File: src/rtl/time_display.sv
// Three-digit multiplexed seven-segment driver for the game timer. It uses a
// frame-latched snapshot, leading-zero blanking, an invalid-digit dash and a saturation blink.
module time_display #(
  parameter int CLK_FREQ = 50_000_000,
  parameter int SCAN_HZ  = 1000,
  parameter int BLINK_HZ = 2
) (
  input  logic       sys_clk,
  input  logic       sys_rst_n,
  input  logic [3:0] time_1s,
  input  logic [3:0] time_10s,
  input  logic [3:0] time_100s,
  input  logic       time_max_flag,
  output logic [6:0] seg,
  output logic [2:0] an
);

  localparam int SCAN_DIV  = CLK_FREQ / SCAN_HZ;
  localparam int BLINK_DIV = CLK_FREQ / (2 * BLINK_HZ);
  localparam int SCAN_W    = (SCAN_DIV > 2) ? $clog2(SCAN_DIV) : 1;
  localparam int BLINK_W   = (BLINK_DIV > 2) ? $clog2(BLINK_DIV) : 1;

  localparam logic [SCAN_W-1:0]  SCAN_LAST  = SCAN_W'(SCAN_DIV - 1);
  localparam logic [BLINK_W-1:0] BLINK_LAST = BLINK_W'(BLINK_DIV - 1);

  localparam logic [6:0] SEG_BLANK = 7'h7F;
  localparam logic [6:0] SEG_DASH  = 7'h3F;
  localparam logic [2:0] AN_OFF    = 3'b111;

  localparam logic [1:0] IDX_ONES = 2'd0;
  localparam logic [1:0] IDX_TENS = 2'd1;
  localparam logic [1:0] IDX_HUND = 2'd2;

  // Active-low {g,f,e,d,c,b,a}; anything above 9 shows a dash.
  function automatic logic [6:0] seg_decode(input logic [3:0] digit);
    logic [6:0] pat;
    case (digit)
      4'd0:    pat = 7'h40;
      4'd1:    pat = 7'h79;
      4'd2:    pat = 7'h24;
      4'd3:    pat = 7'h30;
      4'd4:    pat = 7'h19;
      4'd5:    pat = 7'h12;
      4'd6:    pat = 7'h02;
      4'd7:    pat = 7'h78;
      4'd8:    pat = 7'h00;
      4'd9:    pat = 7'h10;
      default: pat = SEG_DASH;
    endcase
    return pat;
  endfunction

  logic [SCAN_W-1:0]  scan_cnt_q, scan_cnt_d;
  logic [1:0]         idx_q, idx_d;
  logic [3:0]         snap_1s_q, snap_1s_d;
  logic [3:0]         snap_10s_q, snap_10s_d;
  logic [3:0]         snap_100s_q, snap_100s_d;
  logic               snap_max_q, snap_max_d;
  logic [BLINK_W-1:0] blink_cnt_q, blink_cnt_d;
  logic               blink_on_q, blink_on_d;
  logic [6:0]         pat_seg_q, pat_seg_d;
  logic [2:0]         pat_an_q, pat_an_d;
  logic [6:0]         seg_q, seg_d;
  logic [2:0]         an_q, an_d;

  logic scan_tick_s;
  logic frame_tick_s;

  assign scan_tick_s  = (scan_cnt_q == SCAN_LAST);
  assign frame_tick_s = scan_tick_s && (idx_q == IDX_HUND);

  // Next-state logic for scan, snapshot, digit pattern, blink and outputs.
  // The snapshot next-value doubles as the live input on the frame tick,
  // so the ones digit of a new frame decodes the values being latched.
  always_comb begin
    scan_cnt_d  = scan_cnt_q;
    idx_d       = idx_q;
    snap_1s_d   = snap_1s_q;
    snap_10s_d  = snap_10s_q;
    snap_100s_d = snap_100s_q;
    snap_max_d  = snap_max_q;
    blink_cnt_d = blink_cnt_q;
    blink_on_d  = blink_on_q;
    pat_seg_d   = pat_seg_q;
    pat_an_d    = pat_an_q;

    if (scan_tick_s) begin
      scan_cnt_d = {SCAN_W{1'b0}};
      case (idx_q)
        IDX_ONES: idx_d = IDX_TENS;
        IDX_TENS: idx_d = IDX_HUND;
        default:  idx_d = IDX_ONES;
      endcase
    end else begin
      scan_cnt_d = scan_cnt_q + SCAN_W'(1);
    end

    if (frame_tick_s) begin
      snap_1s_d   = time_1s;
      snap_10s_d  = time_10s;
      snap_100s_d = time_100s;
      snap_max_d  = time_max_flag;
    end else begin
      snap_max_d  = snap_max_q;
    end

    if (scan_tick_s) begin
      case (idx_d)
        IDX_ONES: begin
          pat_seg_d = seg_decode(snap_1s_d);
          pat_an_d  = 3'b110;
        end
        IDX_TENS: begin
          if ((snap_100s_d == 4'd0) && (snap_10s_d == 4'd0)) begin
            pat_seg_d = SEG_BLANK;
            pat_an_d  = AN_OFF;
          end else begin
            pat_seg_d = seg_decode(snap_10s_d);
            pat_an_d  = 3'b101;
          end
        end
        IDX_HUND: begin
          if (snap_100s_d == 4'd0) begin
            pat_seg_d = SEG_BLANK;
            pat_an_d  = AN_OFF;
          end else begin
            pat_seg_d = seg_decode(snap_100s_d);
            pat_an_d  = 3'b011;
          end
        end
        default: begin
          pat_seg_d = SEG_BLANK;
          pat_an_d  = AN_OFF;
        end
      endcase
    end else begin
      pat_seg_d = pat_seg_q;
      pat_an_d  = pat_an_q;
    end

    // Counting starts the edge after the flag is captured, so the first
    // off phase begins exactly BLINK_DIV cycles after capture.
    if (!snap_max_d || !snap_max_q) begin
      blink_cnt_d = {BLINK_W{1'b0}};
      blink_on_d  = 1'b1;
    end else if (blink_cnt_q == BLINK_LAST) begin
      blink_cnt_d = {BLINK_W{1'b0}};
      blink_on_d  = ~blink_on_q;
    end else begin
      blink_cnt_d = blink_cnt_q + BLINK_W'(1);
      blink_on_d  = blink_on_q;
    end

    if (blink_on_d) begin
      seg_d = pat_seg_d;
      an_d  = pat_an_d;
    end else begin
      seg_d = SEG_BLANK;
      an_d  = AN_OFF;
    end
  end

  // State and output registers with asynchronous blanking reset.
  always_ff @(posedge sys_clk or negedge sys_rst_n) begin
    if (!sys_rst_n) begin
      scan_cnt_q  <= {SCAN_W{1'b0}};
      idx_q       <= IDX_HUND;
      snap_1s_q   <= 4'd0;
      snap_10s_q  <= 4'd0;
      snap_100s_q <= 4'd0;
      snap_max_q  <= 1'b0;
      blink_cnt_q <= {BLINK_W{1'b0}};
      blink_on_q  <= 1'b1;
      pat_seg_q   <= SEG_BLANK;
      pat_an_q    <= AN_OFF;
      seg_q       <= SEG_BLANK;
      an_q        <= AN_OFF;
    end else begin
      scan_cnt_q  <= scan_cnt_d;
      idx_q       <= idx_d;
      snap_1s_q   <= snap_1s_d;
      snap_10s_q  <= snap_10s_d;
      snap_100s_q <= snap_100s_d;
      snap_max_q  <= snap_max_d;
      blink_cnt_q <= blink_cnt_d;
      blink_on_q  <= blink_on_d;
      pat_seg_q   <= pat_seg_d;
      pat_an_q    <= pat_an_d;
      seg_q       <= seg_d;
      an_q        <= an_d;
    end
  end

  assign seg = seg_q;
  assign an  = an_q;

endmodule
File: config.mk
export PLATFORM = sky130hd
export DESIGN_NAME = time_display
export DESIGN_NICKNAME = d
export VERILOG_FILES = /design/src/rtl/time_display.sv
export SDC_FILE = /design/constraint.sdc
export NUM_CORES = 1
export LEC_CHECK = 0
export CORE_ASPECT_RATIO = 0.7
export CORE_UTILIZATION = 62
export CTS_BUF_LIST = sky130_fd_sc_hd__clkbuf_8
export CTS_CLUSTER_SIZE = 20
export DETAILED_ROUTE_END_ITERATION = 7
export GPL_TIMING_DRIVEN = 0
export PLACE_DENSITY = 0.82
export SLEW_MARGIN = 15
export SYNTH_ARGS = -nofsm -noshare
export SYNTH_HDL_FRONTEND = slang
export SYNTH_SLANG_ARGS = --single-unit
export TNS_END_PERCENT = 20
File: constraint.sdc
create_clock -name sys_clk -period 4.4 [get_ports sys_clk]
set_input_delay 0.88 -clock sys_clk [delete_from_list [all_inputs] [get_ports sys_clk]]
set_output_delay 0.88 -clock sys_clk [all_outputs]
set_load 0.01 [all_outputs]
# ---- Yosys cells after proc, flatten, opt, wreduce, memory -nomap -nowiden
# Memories as Yosys holds them, arrays and structs flattened.
# Cells that the tools add are included.
dict set report word_totals {
  ff_bits 76
  romBits 336
  in_bits 15
  elab_cells 54
  memories 3
}
# memory words word_bits read_ports rd_ports_with_merged_regs write_ports line_no
set mem_list {}
lappend mem_list {{(name not given)} 16 7 1 0 0 37} ;# case (digit)
lappend mem_list {{(name not given)} 16 7 1 0 0 37}
lappend mem_list {{(name not given)} 16 7 1 0 0 37}
dict set report classes {
  addsub 2
  n_eq_ne 6
  mux 21
  bitwise 1
  reduce_logical 9
}
# operator n
set ops {}
lappend ops {{$mux W24} 2}
lappend ops {{$mux W7} 4}
lappend ops {{$add A24 B1 Y24 const B} 1}
lappend ops {{$eq A24 B24 Y1 const B} 1}
lappend ops {{$pmux W7 S3} 1}
lappend ops {{$add A16 B1 Y16 const B} 1}
lappend ops {{$eq A16 B16 Y1 const B} 1}
lappend ops {{$mux W16} 1}
lappend ops {{$mux W4} 3}
lappend ops {{$mux W3} 3}
lappend ops {{$pmux W3 S3} 1}
lappend ops {{$logic_not A4 Y1} 2}
lappend ops {{$eq A2 B1 Y1 const B} 2}
lappend ops {{$eq A2 B2 Y1 const B} 2}
lappend ops {{$logic_not A2 Y1} 2}
lappend ops {{$mux W2} 2}
lappend ops {{$pmux W2 S2} 1}
lappend ops {{$mux W1} 3}
lappend ops {{$logic_and A1 B1 Y1} 2}
lappend ops {{$logic_not A1 Y1} 2}
lappend ops {{$logic_or A1 B1 Y1} 1}
lappend ops {{$not A1 Y1} 1}

# ---- Longest topological paths before layout
dict set report depth {
  word_depth 9
  mapped_depth 15
  mapped_depth_nobuf 13
}

# ---- Worst setup path before layout
# No wires, ideal clock.
dict set report synth_path {
  kind {register to register}
  startpoint {reg scan_cnt_q[0]}
  endpoint {reg seg_q[4] (netlist: seg[4])}
  setup_time_ns 0.065
  arrival_ns 3.243
  t_required_ns 4.335
  path_slack_ns 1.091
  stages_incl_launch_ff 16
  n_path_buf 2
  synth_period_minus_slack_ns 3.309
  cell_sequence {dfrtp_1 ha_1 and3_1 and4_1 buf_6 nand2_4 buf_2 mux2i_1 ha_1 nor3b_1 and3_1 nor3_1 mux2_2 a221oi_1 a221oi_1 nand3_1}
}
dict set report synth_between {
  elab_chain_len 9
  word_cells_on_any_way 24
  classes_between {eq/ne (3); mux (11); reduce/logical (7); memory (3)}
}
# element line_no
set synth_lines {}
lappend synth_lines {{from (decl)} 53} ;# logic [SCAN_W-1:0] scan_cnt_q, scan_cnt_d;
lappend synth_lines {{from (signal assigned)} 166} ;# scan_cnt_q <= {SCAN_W{1'b0}};
lappend synth_lines {{from (signal assigned)} 179} ;# scan_cnt_q <= scan_cnt_d;
lappend synth_lines {{$eq A16 B16 Y1 *} 69} ;# assign scan_tick_s = (scan_cnt_q == SCAN_LAST);
lappend synth_lines {{branches (longest 7 deep; another with $mem_v2 Z16 W7)} -}
lappend synth_lines {{$mux W7 *} 154} ;# if (blink_on_d) begin
lappend synth_lines {{named net seg_d[4]} 63} ;# logic [6:0] seg_q, seg_d;
lappend synth_lines {{to (signal assigned)} 189} ;# seg_q <= seg_d;
lappend synth_lines {{to (decl)} 63}
# Mark *: on every way through the listed nets, which the timed path passes.

# ---- Worst setup path in the final report
# Same ends and word-level chain as after synthesis.

==> impl_results.rst <==
.. list-table::
   :header-rows: 1

   * - Metric
     - Value
   * - Max-cap check violation count
     - 0
   * - Routed len/inst
     - between 15 and 20 µm
   * - Violation count after the first detailed-routing iteration
     - around 410
   * - Final #Nets
     - 550
   * - Result of the run
     - complete, no violations
   * - Clk root buf
     - sky130_fd_sc_hd__clkbuf_8
   * - Largest voltage drop on the vdd net
     - around 0.16 mV
   * - Pleak
     - 2.22 nW
   * - Vias per inst
     - about 6.3
   * - Peak clock frequency supported by timing
     - 241 MHz
   * - I/O pin count
     - 25
   * - Starting utilization of the core area
     - 0.650
   * - Placeable core region
     - roughly 6800 µm²
   * - Initial DRT Pass Iterations
     - 6
   * - Area of the multi-input gates
     - between 2000 and 2500 µm²
   * - CTS tree
     - built
   * - Synth async-reset ratio
     - 1.00
   * - Period utilization
     - 0.942
   * - Clock transition at the registers of the reported paths
     - around 0.090 ns
   * - Final non-filler cell area
     - 5040 µm²
   * - Yosys synthesis warning count
     - 0
   * - Post-placement cell count
     - 598
   * - Critical path arrival
     - 4.43 ns
   * - Antenna violations before repair
     - 0
   * - Post-route setup slack
     - around 0.26 ns
   * - Fraction of layout instances using a drive strength above 1
     - 0.110
   * - Worst Setup Slack post-DPL
     - 0.408 ns
   * - Register Area
     - about 1900 µm²
   * - Post-synthesis cell count
     - approximately 480
   * - Die extent in x
     - ~100 µm
   * - Total number of clock tree sinks
     - 76
   * - Mapped Area
     - about 4400 µm²
   * - Count of port buffers added during placement
     - 24
   * - Vias in the first global route
     - 3637
   * - Most common cell after layout, fill and taps aside
     - sky130_fd_sc_hd__nor2_1
   * - Kind of critical path
     - flop to flop
   * - Flip-flop cell with the highest count after synthesis
     - sky130_fd_sc_hd__dfrtp_1
   * - Antenna violation net count after detailed routing
     - 0
   * - Final Hold Violating Endpoints
     - 0
   * - Chip height
     - 72.7 µm
   * - Site Rows
     - 25
   * - Hold-fix buffer count after cts
     - 0
   * - Gp weighted congestion
     - 1.01
   * - Critical path endpoint category
     - flop
   * - Cell area after placement
     - roughly 4800 µm²
   * - Clk buf depth
     - 2
   * - Number of synthesized register bits
     - 76
   * - Total wirelength of the detailed-routed design
     - around 11 mm
   * - Reg-to-Reg Start
     - scan_cnt_q[0]$_DFF_PN0_
   * - Number of fill cells
     - between 500 and 600
   * - Total nets after synthesis
     - about 510
   * - Max-Slew Margin vs Limit
     - 0.508
   * - Time the worst path needs with I/O delays and setup
     - 4.14 ns
   * - R2R Setup Slk
     - between 0.2 and 0.3 ns
   * - Setup bufs post-CTS
     - 0
   * - Die Outline Area
     - 7490 µm²
   * - Final setup viols
     - 0
   * - Library cells used by synthesis
     - 66
   * - Overall global routing resource usage
     - 0.327
   * - Worst setup skew after layout
     - 0.0103 ns
   * - Commonest cells after routing, fill and taps aside
     - sky130_fd_sc_hd__nor2_1 (62), sky130_fd_sc_hd__dfrtp_1 (54), sky130_fd_sc_hd__nand3_1 (36)
   * - Global-route wire length before repair
     - roughly 19 mm
   * - Worst-Skew Late Latency
     - about 0.36 ns
   * - Number of antenna diodes
     - 0
   * - Count of cells resized by post-cts repair
     - 0
   * - Total number of H-tree levels
     - 3
   * - Total clock buffers created by CTS
     - 9
   * - GRT overflow
     - 0
   * - Slew @ Worst Pin
     - around 0.73 ns
   * - Hold Crit Class
     - primary input to asynchronous set/reset pin
   * - Total vias in the final route
     - approximately 3800
   * - Final cell utilization of the core
     - 0.740
   * - Worst EP required
     - between 4 and 5 ns
   * - Worst-path maximum fanout
     - 10
   * - Worst Setup Start Kind
     - flop
   * - Cell Count, Final, Fillers Out
     - a little over 600
   * - Number of design rule violations left after detail routing
     - 0
   * - Post-synthesis area per instance
     - 9.25 µm²
   * - Maximum number of pins on one net before global-route repair
     - 53
   * - Beginning of the critical path
     - scan_cnt_q[0]$_DFF_PN0_
   * - RSZ-0062 raised after global routing
     - no
   * - Number of pins exceeding their max-slew limit in the final report
     - 0
   * - Post-DP HPWL
     - approximately 8 mm
   * - Sequential element share of the synthesized area
     - 0.436
   * - Growth of design area from synthesis to finish
     - 13.9%
   * - Total power density per cell area
     - ~280 nW/µm²
   * - Number of enable flip-flop cells after synthesis
     - 0
-- metrics by stage --
step           setup TNS (ns)  power (W)  hold WS (ns)
2_1_floorplan               0   0.000749         0.425
3_3_place_gp            -4.94   0.000789         0.436
3_5_place_dp                0   0.000794         0.477
4_1_cts                     0    0.00141         0.420
5_1_grt                     0    0.00145         0.433
6_report                    0    0.00141         0.416
-- kinds of logic after synthesis --
kind of cell | synth area share
and+or+nand+nor | 0.247
adders and majority gates | 0.0565
muxes | 0.0220
AOI/OAI and AO/OA | 0.132
xor gates and xnor gates | 0.0692
buffers and inverters | 0.0376
DFF | 0.436
-- final timing paths --
kind | end | depth (start not counted)
worst max-delay path | seg[4]$_DFF_PN1_ | 15
worst min-delay path | blink_cnt_q[11]$_DFF_PN0_ | 1
worst max register to register | seg[4]$_DFF_PN1_ | 15
worst min register to register | scan_cnt_q[0]$_DFF_PN0_ | 1
max in group asynchronous | seg[1]$_DFF_PN1_ | 2
min in group sys_clk | scan_cnt_q[0]$_DFF_PN0_ | 1
-- cell usage after synthesis, drive strengths merged, types with 8 or more instances --
library cell  number  area share
buf                8       0.012
nand2             32       0.029
a31oi             12       0.017
ha                20       0.056
nor3              13       0.015
dfrtp             54        0.31
inv               16       0.014
nand2b             9       0.013
xnor2             18       0.036
dfstp             22        0.13
o21ai             22       0.025
a21oi             18       0.020
xor2              17       0.034
nor2              62       0.053
and3              19       0.027
clkbuf            14       0.012
nand3             36       0.041
-- routing by layer --
metal,track usage,wire (µm),share of wire
met5,0,0,0
met4,0.0751,131,0.012
met3,0.0670,969,0.085
met2,0.516,5250,0.46
met1,0.465,5020,0.44
-- final cells by class --
cell class	instances	share of cell area
Sequential cell	76	0.383
Timing Repair Buffer	25	0.0526
Tap cell	94	0.0233
Clock buffer	10	0.0273
Clock inverter	6	0.0186
Buffer	22	0.0211
Multi-Input combinational cell	365	0.463
Inverter	16	0.0119
-- flip-flops by register name, indices dropped and copies added (netlist names) --
signal	flops
an	3
blink_cnt_q	24
blink_on_q	1
idx_q	2
pat_an_q	3
pat_seg_q	7
scan_cnt_q	16
seg	7
snap_100s_q	4
snap_10s_q	4
snap_1s_q	4
snap_max_q	1
-- critical path, cell delays in order (launching register included) --
cell	delay (ns)
sky130_fd_sc_hd__dfrtp_1	0.41
sky130_fd_sc_hd__ha_1	0.24
sky130_fd_sc_hd__and3_1	0.20
sky130_fd_sc_hd__and4_1	0.19
sky130_fd_sc_hd__buf_6	0.15
sky130_fd_sc_hd__nand2_4	0.12
sky130_fd_sc_hd__buf_2	0.31
sky130_fd_sc_hd__mux2i_1	0.41
sky130_fd_sc_hd__ha_1	0.38
sky130_fd_sc_hd__nor3b_1	0.41
sky130_fd_sc_hd__and3_1	0.27
sky130_fd_sc_hd__nor3_1	0.06
sky130_fd_sc_hd__mux2_2	0.29
sky130_fd_sc_hd__a221oi_1	0.30
sky130_fd_sc_hd__a221oi_1	0.20
sky130_fd_sc_hd__nand3_1	0.15
-- report_power, final --
group          internal (W)  switching, W
logic             0.0000297     0.0000451
clock network      0.000341      0.000285
registers          0.000704    0.00000376
No activity file was read; power rests on OpenSTA's default activity.
